[src/rtl/receive_state_machine.sv]
// -----------------------------------------------------------------------------
// receive_state_machine
// UART receive sequencer for the eUSCI serial block. It detects a start bit on
// Rx and samples one bit per rising edge of the baud strobe BITCLK. It then
// assembles a 7- or 8-bit character (LSB- or MSB-first, optional odd/even
// parity, 1 or 2 stop bits). At the end of the frame it reports the character,
// the error/break flags and a request to set RxIFG.
//
// Ports
//   MCLK      in   system clock, all state updates on its rising edge
//   reset     in   asynchronous active-high reset (SWRST)
//   BITCLK    in   baud-rate square wave, edge-detected in the MCLK domain
//   wUCPEN    in   parity enable
//   wUCPAR    in   parity select (0 = odd, 1 = even)
//   wUCMSB    in   1 = MSB first
//   wUC7BIT   in   1 = 7-bit characters
//   wUCSPB    in   1 = two stop bits
//   wUCRXEIE  in   1 = erroneous characters are still loaded
//   Rx        in   serial line (idles high)
//   RxIFG     in   current receive interrupt flag (overrun detection)
//   RxBEN     out  baud-generator enable
//   rUCPE     out  parity error
//   rUCFE     out  framing error
//   rUCOE     out  overrun error
//   rUCBRK    out  break detected
//   rSetRxIFG out  request to set RxIFG
//   RxData    out  received character (bit 7 = 0 in 7-bit mode)
//   RxBusy    out  frame in progress
// -----------------------------------------------------------------------------
module receive_state_machine (
    input  logic       MCLK,
    input  logic       reset,
    input  logic       BITCLK,
    input  logic       wUCPEN,
    input  logic       wUCPAR,
    input  logic       wUCMSB,
    input  logic       wUC7BIT,
    input  logic       wUCSPB,
    input  logic       wUCRXEIE,
    input  logic       Rx,
    input  logic       RxIFG,
    output logic       RxBEN,
    output logic       rUCPE,
    output logic       rUCFE,
    output logic       rUCOE,
    output logic       rUCBRK,
    output logic       rSetRxIFG,
    output logic [7:0] RxData,
    output logic       RxBusy
);

    typedef enum logic [2:0] {
        S_IDLE   = 3'd0,
        S_DATA   = 3'd1,
        S_PARITY = 3'd2,
        S_STOP1  = 3'd3,
        S_STOP2  = 3'd4
    } state_t;

    state_t      state_q, state_d;
    logic        bitclk_q;
    logic [7:0]  shift_q, shift_d;
    logic [2:0]  cnt_q, cnt_d;
    logic        par_q, par_d;          // running XOR of received data bits
    logic        frame_pe_q, frame_pe_d;
    logic        frame_fe_q, frame_fe_d;
    logic [7:0]  rx_data_q, rx_data_d;
    logic        pe_q, pe_d;
    logic        fe_q, fe_d;
    logic        oe_q, oe_d;
    logic        brk_q, brk_d;
    logic        set_ifg_q, set_ifg_d;

    logic        bit_edge_s;
    logic [2:0]  last_idx_s;
    logic [2:0]  data_pos_s;
    logic        finish_s;
    logic        err_s;

    assign bit_edge_s = BITCLK & ~bitclk_q;
    assign last_idx_s = wUC7BIT ? 3'd6 : 3'd7;
    // MSB-first fills from the top data bit downwards.
    assign data_pos_s = wUCMSB ? (last_idx_s - cnt_q) : cnt_q;

    // Next-state, shift register and end-of-frame reporting logic.
    always_comb begin
        state_d    = state_q;
        shift_d    = shift_q;
        cnt_d      = cnt_q;
        par_d      = par_q;
        frame_pe_d = frame_pe_q;
        frame_fe_d = frame_fe_q;
        rx_data_d  = rx_data_q;
        pe_d       = pe_q;
        fe_d       = fe_q;
        oe_d       = oe_q;
        brk_d      = brk_q;
        set_ifg_d  = set_ifg_q;
        finish_s   = 1'b0;
        err_s      = 1'b0;

        if (bit_edge_s) begin
            case (state_q)
                S_IDLE: begin
                    if (!Rx) begin
                        state_d    = S_DATA;
                        shift_d    = 8'h00;
                        cnt_d      = 3'd0;
                        par_d      = 1'b0;
                        frame_pe_d = 1'b0;
                        frame_fe_d = 1'b0;
                        pe_d       = 1'b0;
                        fe_d       = 1'b0;
                        oe_d       = 1'b0;
                        brk_d      = 1'b0;
                        set_ifg_d  = 1'b0;
                    end else begin
                        state_d = S_IDLE;
                    end
                end
                S_DATA: begin
                    shift_d[data_pos_s] = Rx;
                    par_d = par_q ^ Rx;
                    if (cnt_q == last_idx_s) begin
                        state_d = wUCPEN ? S_PARITY : S_STOP1;
                    end else begin
                        cnt_d = cnt_q + 3'd1;
                    end
                end
                S_PARITY: begin
                    // Odd parity (PAR=0) fails on an even total, even parity on an odd one.
                    frame_pe_d = ~(par_q ^ Rx ^ wUCPAR);
                    state_d    = S_STOP1;
                end
                S_STOP1: begin
                    frame_fe_d = ~Rx;
                    if (wUCSPB) begin
                        state_d = S_STOP2;
                    end else begin
                        finish_s = 1'b1;
                    end
                end
                S_STOP2: begin
                    frame_fe_d = frame_fe_q | ~Rx;
                    finish_s   = 1'b1;
                end
                default: begin
                    state_d = S_IDLE;
                end
            endcase
        end else begin
            state_d = state_q;
        end

        // Report in the final stop-sample cycle; break alone never blocks the load.
        if (finish_s) begin
            state_d = S_IDLE;
            err_s   = frame_fe_d | frame_pe_q | RxIFG;
            pe_d    = frame_pe_q;
            fe_d    = frame_fe_d;
            oe_d    = RxIFG;
            brk_d   = (shift_q == 8'h00);
            if (!err_s || wUCRXEIE) begin
                rx_data_d = shift_q;
                set_ifg_d = 1'b1;
            end else begin
                set_ifg_d = 1'b0;
            end
        end else begin
            err_s = 1'b0;
        end
    end

    // State and output registers.
    always_ff @(posedge MCLK or posedge reset) begin
        if (reset) begin
            state_q    <= S_IDLE;
            bitclk_q   <= 1'b0;
            shift_q    <= 8'h00;
            cnt_q      <= 3'd0;
            par_q      <= 1'b0;
            frame_pe_q <= 1'b0;
            frame_fe_q <= 1'b0;
            rx_data_q  <= 8'h00;
            pe_q       <= 1'b0;
            fe_q       <= 1'b0;
            oe_q       <= 1'b0;
            brk_q      <= 1'b0;
            set_ifg_q  <= 1'b0;
        end else begin
            state_q    <= state_d;
            bitclk_q   <= BITCLK;
            shift_q    <= shift_d;
            cnt_q      <= cnt_d;
            par_q      <= par_d;
            frame_pe_q <= frame_pe_d;
            frame_fe_q <= frame_fe_d;
            rx_data_q  <= rx_data_d;
            pe_q       <= pe_d;
            fe_q       <= fe_d;
            oe_q       <= oe_d;
            brk_q      <= brk_d;
            set_ifg_q  <= set_ifg_d;
        end
    end

    assign RxBusy    = (state_q != S_IDLE);
    // Request the baud generator as soon as the line falls.
    assign RxBEN     = RxBusy | ~Rx;
    assign RxData    = rx_data_q;
    assign rUCPE     = pe_q;
    assign rUCFE     = fe_q;
    assign rUCOE     = oe_q;
    assign rUCBRK    = brk_q;
    assign rSetRxIFG = set_ifg_q;

endmodule

[config.mk]
export PLATFORM = sky130hd
export DESIGN_NAME = receive_state_machine
export DESIGN_NICKNAME = d
export VERILOG_FILES = /design/src/rtl/receive_state_machine.sv
export SDC_FILE = /design/constraint.sdc
export NUM_CORES = 1
export LEC_CHECK = 0
export CAP_MARGIN = 20
export CORE_MARGIN = 2
export CORE_UTILIZATION = 53
export DETAILED_ROUTE_END_ITERATION = 7
export GPL_TIMING_DRIVEN = 0
export PLACE_DENSITY = 0.9
export SYNTH_ARGS = -nofsm -noshare
export SYNTH_HDL_FRONTEND = slang
export SYNTH_SLANG_ARGS = --single-unit
[constraint.sdc]
create_clock -name MCLK -period 2.6 [get_ports MCLK]
set_clock_uncertainty 0.1 [all_clocks]
set_input_delay 0.52 -clock MCLK [delete_from_list [all_inputs] [get_ports MCLK]]
set_output_delay 0.52 -clock MCLK [all_outputs]
set_load 0.05 [all_outputs]
==> results.json <==
{
  "status": "finished clean",
  "place_congestion": 0.864,
  "vdd_drop_max_v": 0.000375,
  "first_pass_iters": 4,
  "post-route-min-period_ns": 2.51,
  "dieArea_um2": 3540,
  "reg2regPathDepth": 5,
  "dp_slack_ns": -0.254,
  "route.detailed.drc": 0,
  "ctsLongestPathBuffers": 2,
  "rr_startpoint": "state_q[2]$_DFFE_PP0P_",
  "cts_buffers": 5,
  "timing.hold.ws_ns": 0.384,
  "core_region_area_um2": 2980,
  "critical_path.cell_chain": "clkdlybuf4s50_1, or3b_1, a22oi_2, a31oi_1, nor3_4, mux2_2",
  "dpl-instance-area_um2": 1940,
  "cp.arrival_ns": 2.63,
  "grt_max_degree": 21,
  "timing.rr.end": "RxData[0]$_DFFE_PP0P_",
  "clock_sinks": 31,
  "rows": 20,
  "grt_util_all_layers_pct": 23.9,
  "grt_pass1_wl_mm": 6.17,
  "dr.first_iter.drc_count": 81,
  "fmax_ghz": 0.398,
  "leakagePower_uw": 0.000882,
  "fin_cells": 226,
  "ys.flop_type": "dfrtp_1",
  "final_util_pct": 66.8,
  "cpPeakStageDelay_ns": 0.51,
  "maxCapViolCount": 0,
  "ant_nets": 0,
  "async_flop_share_pct": 100,
  "cpLargestDelayFamily": "simple AND/OR/NAND/NOR gates",
  "critical_path_class": "primary input to flip-flop",
  "holdPathEnd": "rSetRxIFG$_DFFE_PP0P_",
  "cts_hold_buf": 0,
  "period_share_pct": 96.7,
  "path_max_fanout": 9,
  "cts-root-buf": "clkbuf_4",
  "io_pins": 26,
  "wire_per_inst_um": 16.1,
  "fin_area_um2": 1990,
  "crit_buf_inv": 1,
  "ys_warn_count": 0,
  "worst_slack_ns": 0.0854,
  "synthCells": 161,
  "port-buffer-count": 24,
  "start_util_pct": 54.8,
  "grt_pass1_vias": 1344,
  "synth-edff-count": 0,
  "dp_hpwl_mm": 2.69,
  "nets": 207,
  "vias": 1384,
  "antenna_cells": 0,
  "ys_seq_area_share_pct": 47.5,
  "syn-cell-area_um2": 1630,
  "placedCellCount": 219,
  "p_int_uw": 1140,
  "drive_gt1_share_pct": 14.0,
  "grt_overflow": 0,
  "finalWirelength_mm": 3.65,
  "worst_pin_slew_ns": 0.556,
  "cts_tree": "done",
  "power_frac_seq_pct": 35.4,
  "ys_ff_latch": 31,
  "ys_types": 47,
  "combPwrFrac_pct": 50.7,
  "swShare_pct": 44.9,
  "ff2ff_setup_slack_ns": 0.38,
  "power_density_nw_per_um2": 1040,
  "whs_path_depth": 1,
  "min_from": "rSetRxIFG$_DFFE_PP0P_",
  "p_switching_uw": 926,
  "drv_slew": 0,
  "clockPowerShare_pct": 13.9,
  "hold_path.class": "flip-flop to flip-flop",
  "syn_avg_cell_area_um2": 10.1,
  "cts-htree-levels": 2,
  "synth_fp_nets": 175,
  "rsz0062_at_grt": "false",
  "avgViaCountPerCell": 6.12,
  "relSlewSlack_pct": 62.9,
  "antenna_found_initial": 0,
  "required_ns": 2.72,
  "hold_violations": 0,
  "post_cts_buffers": 0,
  "cts.clk_slew.worst_paths_ns": 0.09,
  "clk_latency_ns": 0.33,
  "worst_setup_path_start_kind": "primary input",
  "die_h_um": 59.5,
  "path_depth": 6,
  "worstSetupEndpointType": "flip-flop",
  "die_w_um": 59.5,
  "area_delta_synth_final_pct": 22.0,
  "cpMaxStageDelayCell": "clkdlybuf4s50_1",
  "finalSetupViolCount": 0
}
## cell usage in the layout, fill, tap and decap left out, types with 3 or more instances in the layout
cell	n
dfrtp_1	31
o21ai_0	23
clkdlybuf4s50_1	22
nand2_1	12
a21oi_1	11
mux2_2	8
nor2_1	5
inv_1	5
clkbuf_4	5
nand3_1	4
nand2b_1	4
a22o_1	4
clkbuf_1	3
buf_2	3
nor3b_1	3
o31ai_1	3
xnor2_1	3
ha_1	3
## per-layer routing
metal | wire length (µm) | GRT usage, %
met1 | 1650 | 29.4
met4 | 104 | 13.3
met2 | 1720 | 36.7
met5 | 0 | 0
met3 | 180 | 8.08
## flip-flops by register name, indices dropped and copies added, names as in the netlist, 3 cells and up
register,count
RxData,8
cnt_q,3
shift_q,8
state_q,3
## stage by stage
stage / total power (µW) / setup TNS (ns)
floorplan: 1480 / 0
global placement: 1720 / -1.26
detailed placement: 1780 / -1.96
CTS: 2050 / -0.0268
global route: 2200 / 0
finish: 2060 / 0
## cell type report
type | instances | area, µm²
Inverter | 5 | 18.8
Tap cell | 33 | 41.3
Multi-Input combinational cell | 116 | 788
Timing Repair Buffer | 25 | 262
Fill cell | 229 | 987
Clock buffer | 6 | 51.3
Clock inverter | 1 | 5.00
Sequential cell | 31 | 776
Buffer | 9 | 48.8
## what timing repair did
action | CTS | global route
resized for setup | 2 | 2
setup endpoints to repair | 2 | 1
gates cloned | 0 | 0
## synthesized netlist by cell type (2+ instances only)
| cell | count | area, µm² |
|---|---|---|
| o31ai_1 | 3 | 22.5 |
| inv_1 | 5 | 18.8 |
| nand4_1 | 2 | 12.5 |
| buf_2 | 3 | 15.0 |
| nand2_1 | 12 | 45.0 |
| mux2_2 | 8 | 90.1 |
| a21o_1 | 2 | 15.0 |
| nor4_1 | 2 | 12.5 |
| nand2b_1 | 4 | 25.0 |
| a22o_1 | 4 | 35.0 |
| a21oi_1 | 11 | 55.1 |
| nand3_1 | 4 | 20.0 |
| xnor2_1 | 3 | 26.3 |
| o21ai_0 | 23 | 115 |
| or3_1 | 2 | 12.5 |
| nor3b_1 | 3 | 22.5 |
| ha_1 | 3 | 37.5 |
| clkbuf_1 | 3 | 11.3 |
| nor2b_1 | 2 | 12.5 |
| nor2_1 | 5 | 18.8 |
| dfrtp_1 | 31 | 776 |
## cell families (layout without fill, tap and decap cells)
family / Yosys count / after routing / synth area share, %
compound gates: 57 / 57 / 22.8
fa+ha+maj: 3 / 3 / 2.30
simple gates: 43 / 43 / 15.0
xor+xnor: 4 / 4 / 2.15
buf+inv: 14 / 46 / 4.14
mux: 9 / 9 / 6.14
flops: 31 / 31 / 47.5
## power by group through the flow
| stage | Clock, µW | Combinational (µW) | Sequential [µW] |
|---|---|---|---|
| 4_1_cts | 291 | 1040 | 726 |
| 2_1_floorplan | 0 | 598 | 880 |
| 6_report | 286 | 1050 | 730 |
| 3_3_place_gp | 0 | 1000 | 723 |
| 3_5_place_dp | 0 | 1040 | 735 |
| 5_1_grt | 315 | 1130 | 748 |
## how the worst max path moves through the flow
stage                            from  slack (ns)                     to
3_3_place_gp                   BITCLK       -0.16  RxData[3]$_DFFE_PP0P_
2_1_floorplan  state_q[1]$_DFFE_PP0P_        0.37                  RxBEN
4_1_cts        state_q[1]$_DFFE_PP0P_       -0.03                  RxBEN
5_1_grt                        BITCLK        0.01  RxData[2]$_DFFE_PP0P_
3_5_place_dp                   BITCLK       -0.25  RxData[0]$_DFFE_PP0P_
6_report                       BITCLK        0.09  RxData[0]$_DFFE_PP0P_
(Power assumes the default switching activity.)
